===== src/rtl/mem_arb_pkg.sv =====
// Shared encodings for the unified memory arbiter: memory funct3 codes and grant select.
package mem_arb_pkg;

    localparam logic [2:0] F3_LB    = 3'b000;
    localparam logic [2:0] F3_LH    = 3'b001;
    localparam logic [2:0] F3_LW    = 3'b010;
    localparam logic [2:0] F3_LBU   = 3'b100;
    localparam logic [2:0] F3_LHU   = 3'b101;
    localparam logic [2:0] F3_SB    = 3'b000;
    localparam logic [2:0] F3_SH    = 3'b001;
    localparam logic [2:0] F3_SW    = 3'b010;
    localparam logic [2:0] F3_FETCH = 3'b010;

    typedef enum logic [1:0] {
        GNT_NONE = 2'b00,
        GNT_IF   = 2'b01,
        GNT_D    = 2'b10
    } gnt_e;

endpackage


===== src/rtl/ifetch_buf.sv =====
// One-entry instruction word buffer with hit compare and store-overlap invalidation.
module ifetch_buf (
    input  logic        clk,
    input  logic        rst,
    input  logic        if_req,
    input  logic [29:0] if_word,
    input  logic        d_write,
    input  logic [31:0] d_addr,
    input  logic        d_gnt,
    input  logic        fill,
    input  logic [31:0] fill_data,
    output logic        hit,
    output logic [31:0] ibuf_data
);

    logic        ibuf_valid;
    logic [29:0] ibuf_addr;
    logic [29:0] d_hi_word;
    logic        st_touch;

    // Last byte of a word store lands in the next word unless the store is aligned.
    assign d_hi_word = d_addr[31:2] + 30'(|d_addr[1:0]);
    assign st_touch  = d_write & ((d_addr[31:2] == ibuf_addr) | (d_hi_word == ibuf_addr));

    // Suppressing the hit on any overlapping store (not just a granted one) keeps the
    // grant logic free of a loop; if that store then loses arbitration, IF is granted
    // and reads the same word from memory.
    assign hit = if_req & ibuf_valid & (if_word == ibuf_addr) & ~st_touch;

    always_ff @(posedge clk) begin
        if (rst) begin
            ibuf_valid <= 1'b0;
        end else if (fill) begin
            ibuf_valid <= 1'b1;
            ibuf_addr  <= if_word;
            ibuf_data  <= fill_data;
        end else if (st_touch && d_gnt) begin
            ibuf_valid <= 1'b0;
        end
    end

endmodule


===== src/rtl/unified_mem_arbiter.sv =====
// Arbitrates the single unified memory port between instruction fetch and load/store.
module unified_mem_arbiter
    import mem_arb_pkg::*;
#(
    parameter int STARVE_LIMIT = 3,
    parameter int CNT_W        = 2
) (
    input  logic        clk,
    input  logic        rst,
    input  logic        if_req,
    input  logic [31:0] if_addr,
    output logic        if_ready,
    output logic [31:0] if_instr,
    input  logic        d_read,
    input  logic        d_write,
    input  logic [31:0] d_addr,
    input  logic [31:0] d_wdata,
    input  logic [2:0]  d_funct3,
    output logic        d_ready,
    output logic [31:0] d_rdata,
    output logic        m_read,
    output logic        m_write,
    output logic [31:0] m_addr,
    output logic [31:0] m_wdata,
    output logic [2:0]  m_funct3,
    input  logic [31:0] m_rdata
);

    gnt_e             gnt;
    logic             hit;
    logic [31:0]      ibuf_data;
    logic [CNT_W-1:0] starve_cnt;
    logic             if_need;
    logic             d_req;
    logic             starved;

    assign if_need = if_req & ~hit;
    assign d_req   = d_read | d_write;
    assign starved = (starve_cnt == CNT_W'(STARVE_LIMIT));

    always_comb begin
        gnt = GNT_NONE;
        if (if_need && d_req) gnt = starved ? GNT_IF : GNT_D;
        else if (if_need)     gnt = GNT_IF;
        else if (d_req)       gnt = GNT_D;
    end

    ifetch_buf u_ibuf (
        .clk       (clk),
        .rst       (rst),
        .if_req    (if_req),
        .if_word   (if_addr[31:2]),
        .d_write   (d_write),
        .d_addr    (d_addr),
        .d_gnt     (gnt == GNT_D),
        .fill      (gnt == GNT_IF),
        .fill_data (m_rdata),
        .hit       (hit),
        .ibuf_data (ibuf_data)
    );

    // Any path reaching the increment is an IF miss that lost to data.
    always_ff @(posedge clk) begin
        if (rst) begin
            starve_cnt <= '0;
        end else if (!if_req || hit || gnt == GNT_IF) begin
            starve_cnt <= '0;
        end else if (!starved) begin
            starve_cnt <= starve_cnt + 1'b1;
        end
    end

    always_comb begin
        if_ready = 1'b0;
        if_instr = '0;
        d_ready  = 1'b0;
        d_rdata  = '0;
        m_read   = 1'b0;
        m_write  = 1'b0;
        m_addr   = '0;
        m_wdata  = '0;
        m_funct3 = '0;
        if (!rst) begin
            if (hit) begin
                if_ready = 1'b1;
                if_instr = ibuf_data;
            end
            case (gnt)
                GNT_IF: begin
                    m_read   = 1'b1;
                    m_funct3 = F3_FETCH;
                    m_addr   = if_addr;
                    if_ready = 1'b1;
                    if_instr = m_rdata;
                end
                GNT_D: begin
                    m_read   = d_read;
                    m_write  = d_write;
                    m_addr   = d_addr;
                    m_wdata  = d_wdata;
                    m_funct3 = d_funct3;
                    d_ready  = 1'b1;
                    d_rdata  = m_rdata;
                end
                default: ;
            endcase
        end
    end

endmodule


===== config.mk =====
export PLATFORM = sky130hd
export DESIGN_NAME = unified_mem_arbiter
export DESIGN_NICKNAME = d
export VERILOG_FILES = /design/src/rtl/mem_arb_pkg.sv /design/src/rtl/ifetch_buf.sv /design/src/rtl/unified_mem_arbiter.sv
export SDC_FILE = /design/constraint.sdc
export NUM_CORES = 1
export LEC_CHECK = 0
export ABC_AREA = 1
export CAP_MARGIN = 30
export CORE_MARGIN = 10
export CORE_UTILIZATION = 45
export DETAILED_ROUTE_END_ITERATION = 6
export MAX_ROUTING_LAYER = met4
export PLACE_DENSITY = 0.87
export SKIP_LAST_GASP = 1
export SYNTH_ARGS = -nofsm -noshare
export SYNTH_HDL_FRONTEND = slang
export SYNTH_SLANG_ARGS = --single-unit

===== constraint.sdc =====
create_clock -name clk -period 16.75 [get_ports clk]
set_input_delay 2.5125 -clock clk [delete_from_list [all_inputs] [get_ports clk]]
set_output_delay 2.5125 -clock clk [all_outputs]
set_load 0.05 [all_outputs]

# After elaboration in Yosys (flattened, before gate mapping)
# Index checks and enable logic that the tools add are counted.
word_totals:
  regBits: 65
  input_bits: 136
  output_inout_bits: 135
  elab_cells: 57
classes:
  add_sub_neg: 2
  eq_ne: 6
  n_mux: 26
  n_bitwise: 10
  reduce_logical: 9
ops:
  columns: ["operator", "n"]
  rows:
  - ["$mux 32", 8]
  - ["$eq 30x30->1", 3]
  - ["$pmux 32 s2", 1]
  - ["$add 30x1->30", 1]
  - ["$mux 1", 10]
  - ["$mux 2", 4]
  - ["$pmux 3 s2", 1]
  - ["$and 1x1->1", 5]
  - ["$eq 2x2->1 const B", 2]
  - ["$reduce_or 2->1", 2]
  - ["$mux 3", 1]
  - ["$not 1->1", 3]
  - ["$add 2x1->2 const B", 1]
  - ["$eq 2x1->1 const B", 1]
  - ["$logic_and 1x1->1", 2]
  - ["$logic_or 1x1->1", 2]
  - ["$or 1x1->1", 2]
  - ["$pmux 1 s2", 1]
  - ["$reduce_and 2->1", 1]
  - ["$reduce_bool 2->1", 1]
  - ["$logic_not 1->1", 1]

# Longest topological paths before layout
# Gate-level depths: netlist (run 1).
depth:
  depth_word: 15
  ltp_mapped: 24

# Cells and area by module
# A second synthesis (run 1) with hierarchy kept.
hier_totals:
  hier_cells: 913
  area_unflattened_um2: 5843.1
modules_own_cells:
  columns: ["mod", "instances", "cells_each", "area_per_inst_um2", "seq_area_each_um2"]
  rows:
  - ["ifetch_buf", 1, 479, 3846.2, 1881.8]
  - ["unified_mem_arbiter", 1, 434, 1996.9, 40.0]

# Worst setup path before layout (run 1)
# Ideal clock, no wire load.
synth_timing:
  path_type: "in2out"
  start: "input port d_addr[0]"
  end: "output port m_addr[22]"
  t_arrival_ps: 5377
  t_required_ps: 14237
  slack_ps: 8860
  stages: 20
  path_buffers: 1
  cell_sequence: "or2_2 ha_1 ha_1 inv_1 nand2_1 nand2_1 nor2_1 nand3_1 nor2_1 nand2_1 nor2_1 nand2_1 nor2_1 nand3_1 nand2_1 nand2_1 nand2_4 clkbuf_1 nand4_1 a21oi_1"
synth_between:
  elab_chain_cells: 14
  elab_cells_between_ends: 16
  classes_between: "1 x add/sub; 3 x eq/ne; 4 x mux; 6 x bitwise; 2 x reduce/logical"
synth_rtl:
  columns: ["item", "line", "source"]
  rows:
  - ["from (decl)", "unified_mem_arbiter.sv:16", "input logic [31:0] d_addr,"]
  - ["$reduce_or 2->1 (*)", "ifetch_buf.sv:22", "assign d_hi_word = d_addr[31:2] + 30'(|d_addr[1:0]);"]
  - ["$add 30x1->30 (*)", "ifetch_buf.sv:22", null]
  - ["$eq 30x30->1 (*)", "ifetch_buf.sv:23", "assign st_touch = d_write & ((d_addr[31:2] == ibuf_addr) | (d_hi_word == ibuf_addr));"]
  - ["$or 1x1->1 (*)", "ifetch_buf.sv:23", null]
  - ["$and 1x1->1 (*)", "ifetch_buf.sv:23", null]
  - ["$not 1->1 (*)", "ifetch_buf.sv:28", "assign hit = if_req & ibuf_valid & (if_word == ibuf_addr) & ~st_touch;"]
  - ["$and 1x1->1 (*)", "ifetch_buf.sv:28", null]
  - ["$not 1->1 (*)", "unified_mem_arbiter.sv:37", "assign if_need = if_req & ~hit;"]
  - ["$and 1x1->1 (*)", "unified_mem_arbiter.sv:37", null]
  - ["$mux 2 or $logic_and 1x1->1 (tied branches)", "unified_mem_arbiter.sv:44, unified_mem_arbiter.sv:43", null]
  - ["$mux 2 (*)", "unified_mem_arbiter.sv:43", "if (if_need && d_req) gnt = starved ? GNT_IF : GNT_D;"]
  - ["$eq 2x2->1 or $eq 2x1->1 (tied branches)", "unified_mem_arbiter.sv:88", "case (gnt)"]
  - ["$pmux 32 s2 (*)", "unified_mem_arbiter.sv:88", null]
  - ["$mux 32 (*)", "unified_mem_arbiter.sv:83", "if (!rst) begin"]
  - ["to (decl)", "unified_mem_arbiter.sv:23", "output logic [31:0] m_addr,"]
# Mark *: on every way between the ends. The rest lies on a longest branch, timed or not.

# Worst setup path after layout (run 1)
layout_timing:
  start: "input port d_addr[0]"
  end: "output port m_wdata[21]"
layout_between:
  elab_chain_cells: 14
  elab_cells_between_ends: 15
  classes_between: "1 x add/sub; 2 x eq/ne; 4 x mux; 6 x bitwise; 2 x reduce/logical"
layout_rtl:
  columns: ["item", "line", "source"]
  rows:
  - ["$reduce_or 2->1 (*)", "ifetch_buf.sv:22", null]
  - ["$add 30x1->30 (*)", "ifetch_buf.sv:22", null]
  - ["$eq 30x30->1 (*)", "ifetch_buf.sv:23", null]
  - ["$or 1x1->1 (*)", "ifetch_buf.sv:23", null]
  - ["$and 1x1->1 (*)", "ifetch_buf.sv:23", null]
  - ["$not 1->1 (*)", "ifetch_buf.sv:28", null]
  - ["$and 1x1->1 (*)", "ifetch_buf.sv:28", null]
  - ["$not 1->1 (*)", "unified_mem_arbiter.sv:37", null]
  - ["$and 1x1->1 (*)", "unified_mem_arbiter.sv:37", null]
  - ["$mux 2 or $logic_and 1x1->1 (tied branches)", "unified_mem_arbiter.sv:44, unified_mem_arbiter.sv:43", null]
  - ["$mux 2 (*)", "unified_mem_arbiter.sv:43", null]
  - ["$eq 2x2->1 (*)", "unified_mem_arbiter.sv:88", null]
  - ["$mux 32 (*)", "unified_mem_arbiter.sv:88", null]
  - ["$mux 32 (*)", "unified_mem_arbiter.sv:83", null]
  - ["to (decl)", "unified_mem_arbiter.sv:24", "output logic [31:0] m_wdata,"]
# Marks and branches as above.

==> impl_metrics.ini, run 1 <==
[status]
status = finished, final reports clean

[sta]
finalHoldViolations = 0
slew_viol_final = 0
max_freq_mhz = 102.7
grt_setup_unrepaired = false
relSlewSlack_pct = 33.65
period_share_pct = 58.15
worst_pin_slew_ps = 992.9
tns_ps = 0
period_needed_ps = 9740
skew_ps = 7.824
setup_ws_ps = 7010
setup_violations = 0

[clock_network]
post_cts_buffers = 0
post_cts_resized = 0
h-tree-depth = 3
cts-root-buf = clkbuf_16
cts.reportedPaths.clkPinSlew_ps = 60
hold_buffers = 0
cts_tree = built
clock_path_buffers = 2
clkSinkCount = 65
cts_buffers = 9
insertion_delay_ps = 330

[synthesis]
yosysSeqAreaShare_pct = 34.09
synth_edf_count = 62
synth_area_leaders = edfxtp_1, nand2_1, nor2_1, inv_1, xor2_1
synth_cell_types = 34
synth_common_cells = nand2_1, nor2_1, inv_1
netlist_area_um2 = 5638
synth-main-ff-cell = edfxtp_1
async_flop_share_pct = 0
synth.top_cell.area_share_pct = 33.02
synth_area_leader_cell = edfxtp_1
yosysWarnings = 0
synth_most_common_cell = nand2_1
syn_avg_cell_area_um2 = 6.625
netlist_instances = 851
synth-seq-cells = 65
synth_nets = 990

[drt]
vias_per_cell = 5.154
met1Wirelength_mm = 8.787
drtPass1Iterations = 6
dr_total_vias = 6576
wl_met2_mm = 11.36
drt_iter0_drc = 626
dr_wl_met3_mm = 2.230
ant_nets = 0
wl_per_cell_um = 17.92
topRoutingLayerUsed = met4
drc = 0
routed_wl_mm = 22.87

[grt]
grt_max_degree = 103
antenna_found_initial = 1
track_usage_pct = 26.09
grt_pass1_vias = 6754
overflow = 0
grt_pass1_wl_mm = 36.39

[pwr]
p_per_area_nw_per_um2 = 65.96
power.leakage_nw = 3.824
ir_drop_mv = 0.06363

[die]
die_area_um2 = 17410
die_y_um = 131.9
die_w_um = 131.9
rows = 40
ios = 271
core_um2 = 12160
initial_core_util_pct = 46.36

[cells_and_area]
final_area_um2 = 8777
fin_nets = 1242
drive_above_1_share_pct = 4.065
fin_cells = 1276
areaGrowthSynthToFinish_pct = 55.68

[worst_setup_path]
critPathMaxStageDelay_ps = 740
cp_max_fo = 98
cp.required_ps = 14240
end_kind = primary output
cp-start-kind = input port
cpMostUsedCell = nand2_1
critical_path_class = in2out
r2r_cells = 14
worst_path_max_delay_cell = clkdlybuf4s50_1
arrival_ps = 7230

[min_path]
worstHoldPathCells = 1
hp-class = reg2reg

[job]
maxCapViolations = 0

[place]
dp_slack_ps = 6847
post-place-cells = 1259
dp_hpwl_mm = 17.79
postPlaceCellArea_um2 = 8438
gp_congestion = 0.9424
port_buffers = 270
-- through the flow --
stage	hold slack, ps	utilization (%)	power, mW
2_1_floorplan	398.5	-	0.2949
3_3_place_gp	411.3	69.16	0.3776
3_5_place_dp	416.1	69.38	0.3799
4_1_cts	427.6	71.92	0.5789
5_1_grt	473.9	72.17	0.5991
6_report	431.2	72.17	0.5790
-- kinds of logic (layout without fill, tap and decap cells) --
kind of cell / Yosys count / in the layout / synth area share [%]
xor+xnor: 52 / 52 / 8.078
flops: 65 / 65 / 34.09
simple gates: 473 / 473 / 37.08
fa+ha+maj: 3 / 3 / 0.6658
buf+inv: 185 / 441 / 13.34
compound gates: 72 / 72 / 6.569
other cells: 0 / 1 / 0
mux: 1 / 1 / 0.1775
-- where the power goes --
group          internal, mW  leakage, nW  switching (mW)  total (mW)
Sequential            0.182        0.588         0.00167       0.184
Combinational        0.0740         3.09           0.121       0.195
Clock                 0.129        0.147          0.0718       0.200
Total                 0.385         3.82           0.194       0.579
-- critical path, delay by kind of cell --
kind	cells	cell delay [ps]
adder cells (fa/ha/maj)	2	530
buffers and inverters	6	2160
AND/OR/NAND/NOR	17	1970
-- sequential cells by signal, summed over array words and instances, names as in the netlist --
| signal | flops |
|---|---|
| u_ibuf.ibuf_data | 32 |
| u_ibuf.ibuf_addr | 30 |
| u_ibuf.ibuf_valid | 1 |
| starve_cnt | 2 |
-- cell type report --
cell class | count | area, um^2
Tap cell | 168 | 210.2
Sequential cell | 65 | 1922
Inverter | 147 | 551.8
Clock buffer | 9 | 225.2
Clock inverter | 6 | 83.83
Timing Repair Buffer | 279 | 2810
Fill cell | 959 | 3385
Antenna cell | 1 | 2.502
Multi-Input combinational cell | 601 | 2972
-- metal layers --
metal  track usage, %  up-vias
met5                -        -
met3            7.927       42
met4            6.799        0
met1            29.46     2968
li1                 -     3197
met2            43.93      369
-- worst paths after layout --
kind	startpoint	endpoint	slack (ps)
setup / recovery	d_addr[0]	m_wdata[21]	7010
hold / removal	starve_cnt[0]	starve_cnt[0]	430
setup reg to reg	u_ibuf.ibuf_addr[10]	u_ibuf.ibuf_addr[5]	12900
hold reg to reg	starve_cnt[0]	starve_cnt[0]	430
-- cell usage in the layout (no fill, tap or decap), types with 6 or more instances in the layout --
master           Yosys  layout
nor2_2               6       6
clkdlybuf4s50_1      0     270
clkbuf_16            0       9
buf_4                3       7
o21ai_1             27      27
nand2_1            187     187
a21oi_1             35      35
nand4_1             38      38
xnor2_1              9       9
nor4_1               7       7
o21ai_0              6       6
nand3b_1             6       6
nand3_1             56      56
nor2_1             151     150
inv_1              146     146
xor2_1              43      43
edfxtp_1            62      62
or2_2                7       7
Power figures use the tool's default switching activity.
==> inputs of run 2 (changes only) <==
- CORE_UTILIZATION: 45 -> 38
- PLACE_DENSITY: 0.87 -> 0.79
- clock period: 16.75 -> 8.7 ns (I/O delays scaled with it)
==> impl_metrics.ini, run 2 (synthesized netlist as in run 1, its figures left out) <==
[worst_setup_path]
cpMostUsedCell = nand2_1
cp_max_fo = 50
arrival_ps = 6140
crit_family = simple AND/OR/NAND/NOR gates
critPathMaxStageDelay_ps = 710
cp_cell_sequence = clkdlybuf4s50_1 -> or2_2 -> ha_1 -> ha_1 -> inv_1 -> nor2_2 -> nand2_1 -> nor2_1 -> nand3_1 -> xor2_1 -> nand2_1 -> nor2_1 -> nand3_1 -> nand2_1 -> nand2_1 -> nand2_4 -> nand3_4 -> buf_4 -> nand3_2 -> buf_4 -> nor2_1 -> buf_4
r2r_cells = 12
end_kind = primary output
critical_path_class = in2out
worst_path_max_delay_cell = nand3_2
cp.depth = 22
cp.required_ps = 7390
crit_buf_inv = 5
cp-start-kind = input port

[die]
core_um2 = 14530
die_y_um = 141.8
die_area_um2 = 20110
initial_core_util_pct = 38.79
ios = 271
die_w_um = 141.8
rows = 44

[drt]
drtPass1Iterations = 6
ant_nets = 0
drc = 0
routed_wl_mm = 21.87
vias_per_cell = 4.919
wl_per_cell_um = 16.93
drt_iter0_drc = 470
dr_total_vias = 6355

[sta]
worst_pin_slew_ps = 913.2
setup_ws_ps = 1253
relSlewSlack_pct = 38.97
period_share_pct = 85.60
max_freq_mhz = 134.3
finalHoldViolations = 0
setup_violations = 0
grt_setup_unrepaired = false
period_needed_ps = 7447
skew_ps = 7.915
tns_ps = 0
slew_viol_final = 0

[place]
dp_slack_ps = 1223
postPlaceCellArea_um2 = 8308
port_buffers = 270
gp_congestion = 0.9607
dp_hpwl_mm = 17.30

[grt]
track_usage_pct = 21.75
grt_pass1_wl_mm = 34.16
grt_pass1_vias = 6389
antenna_found_initial = 0
grt_max_degree = 51
overflow = 0

[cells_and_area]
regMostFlops = u_ibuf.ibuf_data
num_antenna_cells = 0
layout_common_cells = clkdlybuf4s50_1, nand2_1, nor2_1
largest_register_ffs = 32
fillers = 1340
biggestRegsByFlops = u_ibuf.ibuf_data x32, u_ibuf.ibuf_addr x30, starve_cnt x2
fin_nets = 1242
final_area_um2 = 8611
final_common_cell = clkdlybuf4s50_1
multiInputGateArea_um2 = 2972
seq_area_um2 = 1922
drive_above_1_share_pct = 10.47
areaGrowthSynthToFinish_pct = 52.73

[clock_network]
cts_tree = built
post_cts_buffers = 0
clkSinkCount = 65
post_cts_resized = 0
clock_path_buffers = 2
insertion_delay_ps = 350
cts.reportedPaths.clkPinSlew_ps = 60
h-tree-depth = 3
cts-root-buf = clkbuf_16
cts_buffers = 9
hold_buffers = 0

[status]
status = finished, final reports clean

[pwr]
ir_drop_mv = 0.1041
power.leakage_nw = 3.932
p_per_area_nw_per_um2 = 127.3

[job]
maxCapViolations = 0

[min_path]
worstHoldPathCells = 1
hp-class = reg2reg
-- run 2: worst paths after layout --
check                    endpoint                  from  slack, ps
max                    m_wdata[9]             d_addr[0]       1250
min                 starve_cnt[0]         starve_cnt[0]        420
max reg2reg  u_ibuf.ibuf_addr[27]  u_ibuf.ibuf_addr[27]       4530
min reg2reg         starve_cnt[0]         starve_cnt[0]        420
-- run 2: worst reg2reg max path, delay by kind of cell (launching register included) --
| kind | cells | cell delay (ps) |
|---|---|---|
| flip-flops | 1 | 430 |
| XOR/XNOR | 1 | 220 |
| buffers and inverters | 2 | 900 |
| AND/OR/NAND/NOR | 9 | 2270 |
-- run 2: routing by layer --
layer,part of all wire (%),GRT usage [%]
met1,42,25.35
met2,50,36.60
met3,6.8,6.375
met4,1.3,4.196
met5,0,-
-- run 2: report_power, final --
| part | internal [mW] | switching, mW |
|---|---|---|
| combinational | 0.136 | 0.231 |
| sequential | 0.350 | 0.00322 |
| clock | 0.224 | 0.152 |
-- run 2: stage by stage --
step	util [%]	total power, mW	instances	hold WS (ps)
floorplan	-	0.5678	851	398.5
global placement	56.97	0.7230	1275	412.5
detailed placement	57.16	0.7256	1276	416.4
CTS	59.25	1.105	1292	424.9
global route	59.25	1.141	1292	434.4
finish	59.25	1.097	1292	419.3
-- run 2: layout make-up --
type / instances / share of cell area, %
well taps: 184 / 2.674
flip-flops and latches: 65 / 22.32
repair buffers: 279 / 30.57
inverters: 147 / 6.408
multi-input cells: 601 / 34.51
clock inverters: 7 / 0.9009
clock buffers: 9 / 2.616
